`config.mk`:
```
export PLATFORM = sky130hd
export DESIGN_NAME = uart_i2c_cmd_bridge
export DESIGN_NICKNAME = d
export VERILOG_FILES = /design/src/rtl/uart_i2c_cmd_bridge_pkg.sv /design/src/rtl/uart_i2c_cmd_bridge_timeout_cnt.sv /design/src/rtl/uart_i2c_cmd_bridge.sv
export SDC_FILE = /design/constraint.sdc
export NUM_CORES = 1
export LEC_CHECK = 0
export CAP_MARGIN = 0
export CORE_UTILIZATION = 58
export CTS_BUF_LIST = sky130_fd_sc_hd__clkbuf_8
export DETAILED_ROUTE_END_ITERATION = 6
export PLACE_DENSITY_LB_ADDON = 0.1
export SYNTH_ARGS = -nofsm -noshare
export SYNTH_HDL_FRONTEND = slang
export SYNTH_SLANG_ARGS = --single-unit
```
`constraint.sdc`:
```
create_clock -name clk -period 2.9 [get_ports clk]
set_input_delay 0.29 -clock clk [delete_from_list [all_inputs] [get_ports clk]]
set_output_delay 0.29 -clock clk [all_outputs]
set_load 0.03 [all_outputs]
```
`src/rtl/uart_i2c_cmd_bridge_pkg.sv`:
```
// Shared types and constants for the UART-to-I2C command bridge.
// State encoding, command bytes and response codes.
package uart_i2c_pkg;

  typedef enum logic [3:0] {
    S_IDLE,
    S_CMD,
    S_ADDR_H,
    S_ADDR_L,
    S_DATA,
    S_I2C_REQ,
    S_I2C_WAIT,
    S_RESP,
    S_RESP_WAIT
  } state_t;

  localparam logic [7:0] CMD_WR  = 8'h57;
  localparam logic [7:0] CMD_RD  = 8'h52;
  localparam logic [7:0] RSP_ACK = 8'hAA;
  localparam logic [7:0] RSP_ERR = 8'hEE;

  function automatic logic in_frame(state_t s);
    return (s == S_CMD) || (s == S_ADDR_H) ||
           (s == S_ADDR_L) || (s == S_DATA);
  endfunction

  function automatic logic in_i2c(state_t s);
    return (s == S_I2C_REQ) || (s == S_I2C_WAIT);
  endfunction

endpackage

```
`src/rtl/uart_i2c_cmd_bridge_timeout_cnt.sv`:
```
// Saturating 32-bit cycle counter with clear priority.
// hit_o is high while enabled and the count has reached max_i.
module timeout_cnt (
  input  logic        clk,
  input  logic        reset,
  input  logic        clr_i,
  input  logic        en_i,
  input  logic [31:0] max_i,
  output logic        hit_o
);

  logic [31:0] cnt_q;
  logic [31:0] cnt_d;

  always_comb begin
    cnt_d = cnt_q;
    if (clr_i) begin
      cnt_d = '0;
    end else if (en_i && (cnt_q != '1)) begin
      cnt_d = cnt_q + 32'd1;
    end
  end

  always_ff @(posedge clk) begin
    if (reset) begin
      cnt_q <= '0;
    end else begin
      cnt_q <= cnt_d;
    end
  end

  assign hit_o = en_i && (cnt_q >= max_i);

endmodule

```
`src/rtl/uart_i2c_cmd_bridge.sv`:
```
// Framed UART command parser driving single-byte EEPROM
// write/read requests on i2c_ctrl and returning one response byte.
module uart_i2c_cmd_bridge
  import uart_i2c_pkg::*;
#(
  parameter logic [7:0]  HDR_BYTE    = 8'h55,
  parameter logic [31:0] RX_GAP_MAX  = 32'd500_000,
  parameter logic [31:0] I2C_TMO_MAX = 32'd5_000_000
) (
  input  logic        clk,
  input  logic        reset,
  input  logic [7:0]  rx_data,
  input  logic        rx_rdy,
  input  logic        tx_rdy,
  output logic [7:0]  tx_data,
  output logic        tx_wen,
  output logic        i2c_start,
  output logic        wr_en,
  output logic        rd_en,
  output logic [15:0] byte_addr,
  output logic [7:0]  wr_data,
  input  logic [7:0]  rd_data,
  input  logic        i2c_end,
  output logic        busy
);

  state_t      state_q;
  logic        op_wr_q;
  logic [15:0] addr_q;
  logic [7:0]  wdat_q;
  logic [7:0]  tx_q;
  logic        start_q;
  logic        wen_q;
  logic        ren_q;
  logic        gap_hit;
  logic        tmo_hit;

  timeout_cnt u_gap (
    .clk   (clk),
    .reset (reset),
    .clr_i (rx_rdy || !in_frame(state_q)),
    .en_i  (in_frame(state_q)),
    .max_i (RX_GAP_MAX),
    .hit_o (gap_hit)
  );

  // Cleared outside REQ/WAIT, so the REQ cycle counts as cycle 0.
  timeout_cnt u_tmo (
    .clk   (clk),
    .reset (reset),
    .clr_i (!in_i2c(state_q)),
    .en_i  (in_i2c(state_q)),
    .max_i (I2C_TMO_MAX),
    .hit_o (tmo_hit)
  );

  always_ff @(posedge clk) begin
    if (reset) begin
      state_q <= S_IDLE;
      op_wr_q <= 1'b0;
      addr_q  <= '0;
      wdat_q  <= '0;
      tx_q    <= '0;
      start_q <= 1'b0;
      wen_q   <= 1'b0;
      ren_q   <= 1'b0;
    end else begin
      start_q <= 1'b0;
      unique case (state_q)
        S_IDLE: begin
          if (rx_rdy && (rx_data == HDR_BYTE)) begin
            state_q <= S_CMD;
          end
        end
        S_CMD: begin
          if (rx_rdy) begin
            if ((rx_data == CMD_WR) || (rx_data == CMD_RD)) begin
              op_wr_q <= (rx_data == CMD_WR);
              state_q <= S_ADDR_H;
            end else begin
              tx_q    <= RSP_ERR;
              state_q <= S_RESP;
            end
          end else if (gap_hit) begin
            state_q <= S_IDLE;
          end
        end
        S_ADDR_H: begin
          if (rx_rdy) begin
            addr_q[15:8] <= rx_data;
            state_q      <= S_ADDR_L;
          end else if (gap_hit) begin
            state_q <= S_IDLE;
          end
        end
        S_ADDR_L: begin
          if (rx_rdy) begin
            addr_q[7:0] <= rx_data;
            if (op_wr_q) begin
              state_q <= S_DATA;
            end else begin
              start_q <= 1'b1;
              ren_q   <= 1'b1;
              state_q <= S_I2C_REQ;
            end
          end else if (gap_hit) begin
            state_q <= S_IDLE;
          end
        end
        S_DATA: begin
          if (rx_rdy) begin
            wdat_q  <= rx_data;
            start_q <= 1'b1;
            wen_q   <= 1'b1;
            state_q <= S_I2C_REQ;
          end else if (gap_hit) begin
            state_q <= S_IDLE;
          end
        end
        S_I2C_REQ: begin
          state_q <= S_I2C_WAIT;
        end
        S_I2C_WAIT: begin
          if (i2c_end) begin
            wen_q   <= 1'b0;
            ren_q   <= 1'b0;
            tx_q    <= op_wr_q ? RSP_ACK : rd_data;
            state_q <= S_RESP;
          end else if (tmo_hit) begin
            wen_q   <= 1'b0;
            ren_q   <= 1'b0;
            tx_q    <= RSP_ERR;
            state_q <= S_RESP;
          end
        end
        S_RESP: begin
          if (tx_rdy) begin
            state_q <= S_RESP_WAIT;
          end
        end
        S_RESP_WAIT: begin
          if (!tx_rdy) begin
            state_q <= S_IDLE;
          end
        end
        default: begin
          state_q <= S_IDLE;
        end
      endcase
    end
  end

  // Strobe in the first RESP cycle that sees tx_rdy; RESP_WAIT follows.
  assign tx_wen    = !((state_q == S_RESP) && tx_rdy);
  assign tx_data   = tx_q;
  assign i2c_start = start_q;
  assign wr_en     = wen_q;
  assign rd_en     = ren_q;
  assign byte_addr = addr_q;
  assign wr_data   = wdat_q;
  assign busy      = (state_q != S_IDLE);

endmodule

```
==> results.txt <==
----------------------------------------------------
[Global routing]
  M1 GR Usage ... 0.3358
  Met3 global-route usage ... 0.05213
  Number of global-route vias before repair ... 4,550
  Met2 routing resource usage after global routing ... 0.4746
  Maximum number of pins on one net before global-route repair ... 33
  Global route total overflow ... 0
  Wire length of the first global-routing pass ... 20,190 µm
  Grt peak-use layer ... met2
  Initial antenna violation count ... 0
  Total Routing Usage GR ... 0.2734

[Floorplanning]
  Horiz. Die Dim ... 96.17 µm
  Total Die Area ... 0.009249 mm²
  Vert. Die Dim ... 96.17 µm
  IO Count ... 58
  Effective utilization at floorplan ... 0.6137
  Row Count ... 33
  Floorplan core area ... 0.008382 mm²

[Synth]
  Net count after synthesis ... 649
  Share of synthesized flip-flops with an asynchronous set or reset ... 0
  Post-Syn Area per Cell ... 8.243 µm²
  Netlist cell types ... 64
  Number of cells produced by synthesis ... 624
  Biggest area contributors in the synthesized netlist ... sky130_fd_sc_hd__dfxtp_1, sky130_fd_sc_hd__or3_1, sky130_fd_sc_hd__a21oi_1
  Top cell type's share of synthesized area ... 0.4048
  Top cell types by occurrence after synthesis ... sky130_fd_sc_hd__dfxtp_1, sky130_fd_sc_hd__a21oi_1, sky130_fd_sc_hd__nor2_1
  Leading area contributor after synthesis ... sky130_fd_sc_hd__dfxtp_1
  Number of enable-type register cells in the synthesized netlist ... 0
  Post-synthesis sequential element count ... 104
  Sequential area share after synthesis ... 0.4048
  Library cell with the highest instance count after synthesis ... sky130_fd_sc_hd__dfxtp_1
  Warning count from the yosys run ... 0
  Predominant post-synthesis flop cell ... sky130_fd_sc_hd__dfxtp_1
  Post-synthesis cell area ... 0.005144 mm²

[Final layout]
  Ratio of cells with drive above 1 in the final layout ... 0.06912
  Area added between synthesis and finish ... 17.12%
  Diode count ... 0
  Final #Nets ... 700

[Worst setup path]
  Class of the most critical setup path ... register to output port
  CP Cell Sequence ... nor2b_1, nand2_1, nor2_1, nand2_1, clkdlybuf4s50_1
  Cell mode on critical path ... sky130_fd_sc_hd__nand2_1
  CP max stage delay ... 0.67 ns
  Buf+Inv Stages, Crit Path ... 1
  Type of element capturing the critical path ... output port
  Worst EP required ... 2.61 ns
  Arrival @ worst endpoint ... 2.36 ns
  CP max stage cell ... sky130_fd_sc_hd__dfxtp_1
  Startpoint Class ... register
  Crit path max-delay family ... simple AND/OR/NAND/NOR gates
  Critical path peak fanout ... 17

[Drt]
  Via count normalized by instance count ... 6.233
  Total wire length after detailed routing ... 12,110 µm
  Post-detailed-route count of antenna-violating nets ... 0
  DRC violation count after routing ... 0
  Number of design-rule violations left by the first detailed-router iteration ... 296
  Total via count in the routed design ... 4,893
  Drt wl/cell ... 15.42 µm
  First drt pass iteration count ... 5

[STA]
  Pins over their slew limit ... 0
  Final setup skew ... 0.01207 ns
  Achievable Freq ... 377.3 MHz
  Worst Slack Setup Final ... 0.2494 ns
  Hold Fails Final Rpt ... 0
  Final setup vio count ... 0
  Remaining max-slew budget at the tightest pin ... 0.2653
  Transition at the pin with the smallest max-transition slack ... 1.102 ns
  RSZ-0062 raised after global routing ... false
  Min Tclk post-route ... 2.651 ns
  Ratio of final minimum period to clock period ... 0.9140
  Setup tns final ... 0 ns

[CTS]
  Level count of the clock H-tree ... 3
  CTS tree ... built
  CTS Buffer Depth ... 2
  Number of buffers inserted during clock tree synthesis ... 9
  Total setup buffers inserted after CTS ... 0
  Clock root cell ... sky130_fd_sc_hd__clkbuf_8
  CTS resizes ... 0
  Clock latency on the worst-skew pair ... 0.37 ns
  Clock Sink Count ... 104
  Hold buffer count at cts ... 0
  Clock transition at path regs ... 0.11 ns

[Placed design]
  Placer congestion estimate ... 0.8767
  Half-perimeter wire length after placement ... 8603 µm
  Port bufs ... 57
  Worst slack at placement ... 0.4046 ns

[Power]
  Power density over the cells ... 396.4 mW/mm²
  IR Drop Worst-Case VDD ... 0.3592 mV
  Pwr Total ... 2.388 mW
  Leakage Power ... 2.049 nW

[Run status]
  Result of the run ... finished clean

[Worst hold path]
  Hold crit path type ... primary input to register

[Run]
  Max-cap viol count ... 0

----------------------------------------------------
-- area by class of cell --
type,count,area [µm²]
clock buffer,9,123.9
clock inverter,7,72.57
fill,643,2357
inverter,24,90.09
multi-input combinational,464,2841
sequential,104,2082
tap,105,131.4
timing repair buffer,72,683.2
-- worst paths after layout --
check                                start    endpoint  slack [ns]  depth (start not counted)
worst min-delay path            rd_data[4]  tx_data[4]        0.47                          3
worst min register to register       wr_en       wr_en        0.47                          2
worst max register to register  state_q[0]  tx_data[5]        0.34                          5
worst max-delay path            state_q[1]      tx_wen        0.25                          5
-- flip-flops by register name, indices dropped and copies added (netlist names) --
register and cells:
i2c_start 1, op_wr_q 1, byte_addr 16, wr_data 8, wr_en 1, u_tmo.cnt_q 32
u_gap.cnt_q 32, rd_en 1, state_q 4, tx_data 8
-- cells by family (layout without fill, tap and decap cells) --
| group | count (synthesis) | after routing | share of synthesized area |
|---|---|---|---|
| mux | 24 | 24 | 0.04670 |
| fa+ha+maj | 4 | 4 | 0.009730 |
| simple gates | 270 | 270 | 0.2865 |
| xor+xnor | 7 | 7 | 0.01338 |
| flops | 104 | 104 | 0.4048 |
| buf+inv | 56 | 112 | 0.04500 |
| compound gates | 159 | 159 | 0.1939 |
-- per-stage QoR --
stage | util | instance area [µm²] | instances | hold slack, ns
floorplan | - | 5144 | 624 | 0.4260
global placement | 0.6953 | 5828 | 769 | 0.4617
detailed placement | 0.6953 | 5828 | 769 | 0.4666
CTS | 0.7188 | 6025 | 785 | 0.4642
global route | 0.7188 | 6025 | 785 | 0.4771
finish | 0.7188 | 6025 | 785 | 0.4749
-- metal layers --
| layer | vias to the layer above | share of wire | wire length [µm] |
|---|---|---|---|
| met3 | 20 | 0.046 | 554 |
| met4 | 0 | 0.015 | 186 |
| met2 | 130 | 0.50 | 6059 |
| li1 | 2420 | - | - |
| met5 | - | 0 | 0 |
| met1 | 2323 | 0.44 | 5308 |
-- tightest hold or removal path, delay by kind of cell --
family | cells | cell delay [ns]
buf+inv | 1 | 0.40
simple gates | 1 | 0.06
compound gates | 1 | 0.06
-- layout by cell type, fill, tap and decap left out, types with 4 or more instances in the layout --
master and instances:
sky130_fd_sc_hd__nand3_1 29, sky130_fd_sc_hd__or3_1 44, sky130_fd_sc_hd__nor3_1 16, sky130_fd_sc_hd__and4_1 7, sky130_fd_sc_hd__a41o_1 6, sky130_fd_sc_hd__o21ai_0 46, sky130_fd_sc_hd__ha_1 4, sky130_fd_sc_hd__a31oi_1 8
sky130_fd_sc_hd__clkbuf_8 9, sky130_fd_sc_hd__clkdlybuf4s50_1 57, sky130_fd_sc_hd__a21oi_1 53, sky130_fd_sc_hd__and2_1 5, sky130_fd_sc_hd__nor2_1 53, sky130_fd_sc_hd__buf_4 15, sky130_fd_sc_hd__or4_1 7, sky130_fd_sc_hd__nand4_1 24
sky130_fd_sc_hd__mux2i_1 24, sky130_fd_sc_hd__and3_1 12, sky130_fd_sc_hd__dfxtp_1 104, sky130_fd_sc_hd__nor3b_1 4, sky130_fd_sc_hd__o31ai_1 5, sky130_fd_sc_hd__inv_1 23, sky130_fd_sc_hd__nor4_1 7, sky130_fd_sc_hd__nand2_1 45
sky130_fd_sc_hd__o211ai_1 7, sky130_fd_sc_hd__o221a_2 4, sky130_fd_sc_hd__nand2b_1 4
-- where the power goes --
part | leakage [nW] | internal (mW) | total [mW] | switching [mW]
registers | 0.837 | 1.43 | 1.43 | 0.000259
clock network | 0.0974 | 0.341 | 0.899 | 0.558
logic | 1.11 | 0.0310 | 0.0616 | 0.0306
total | 2.05 | 1.80 | 2.39 | 0.589
(Power assumes the default switching activity.)
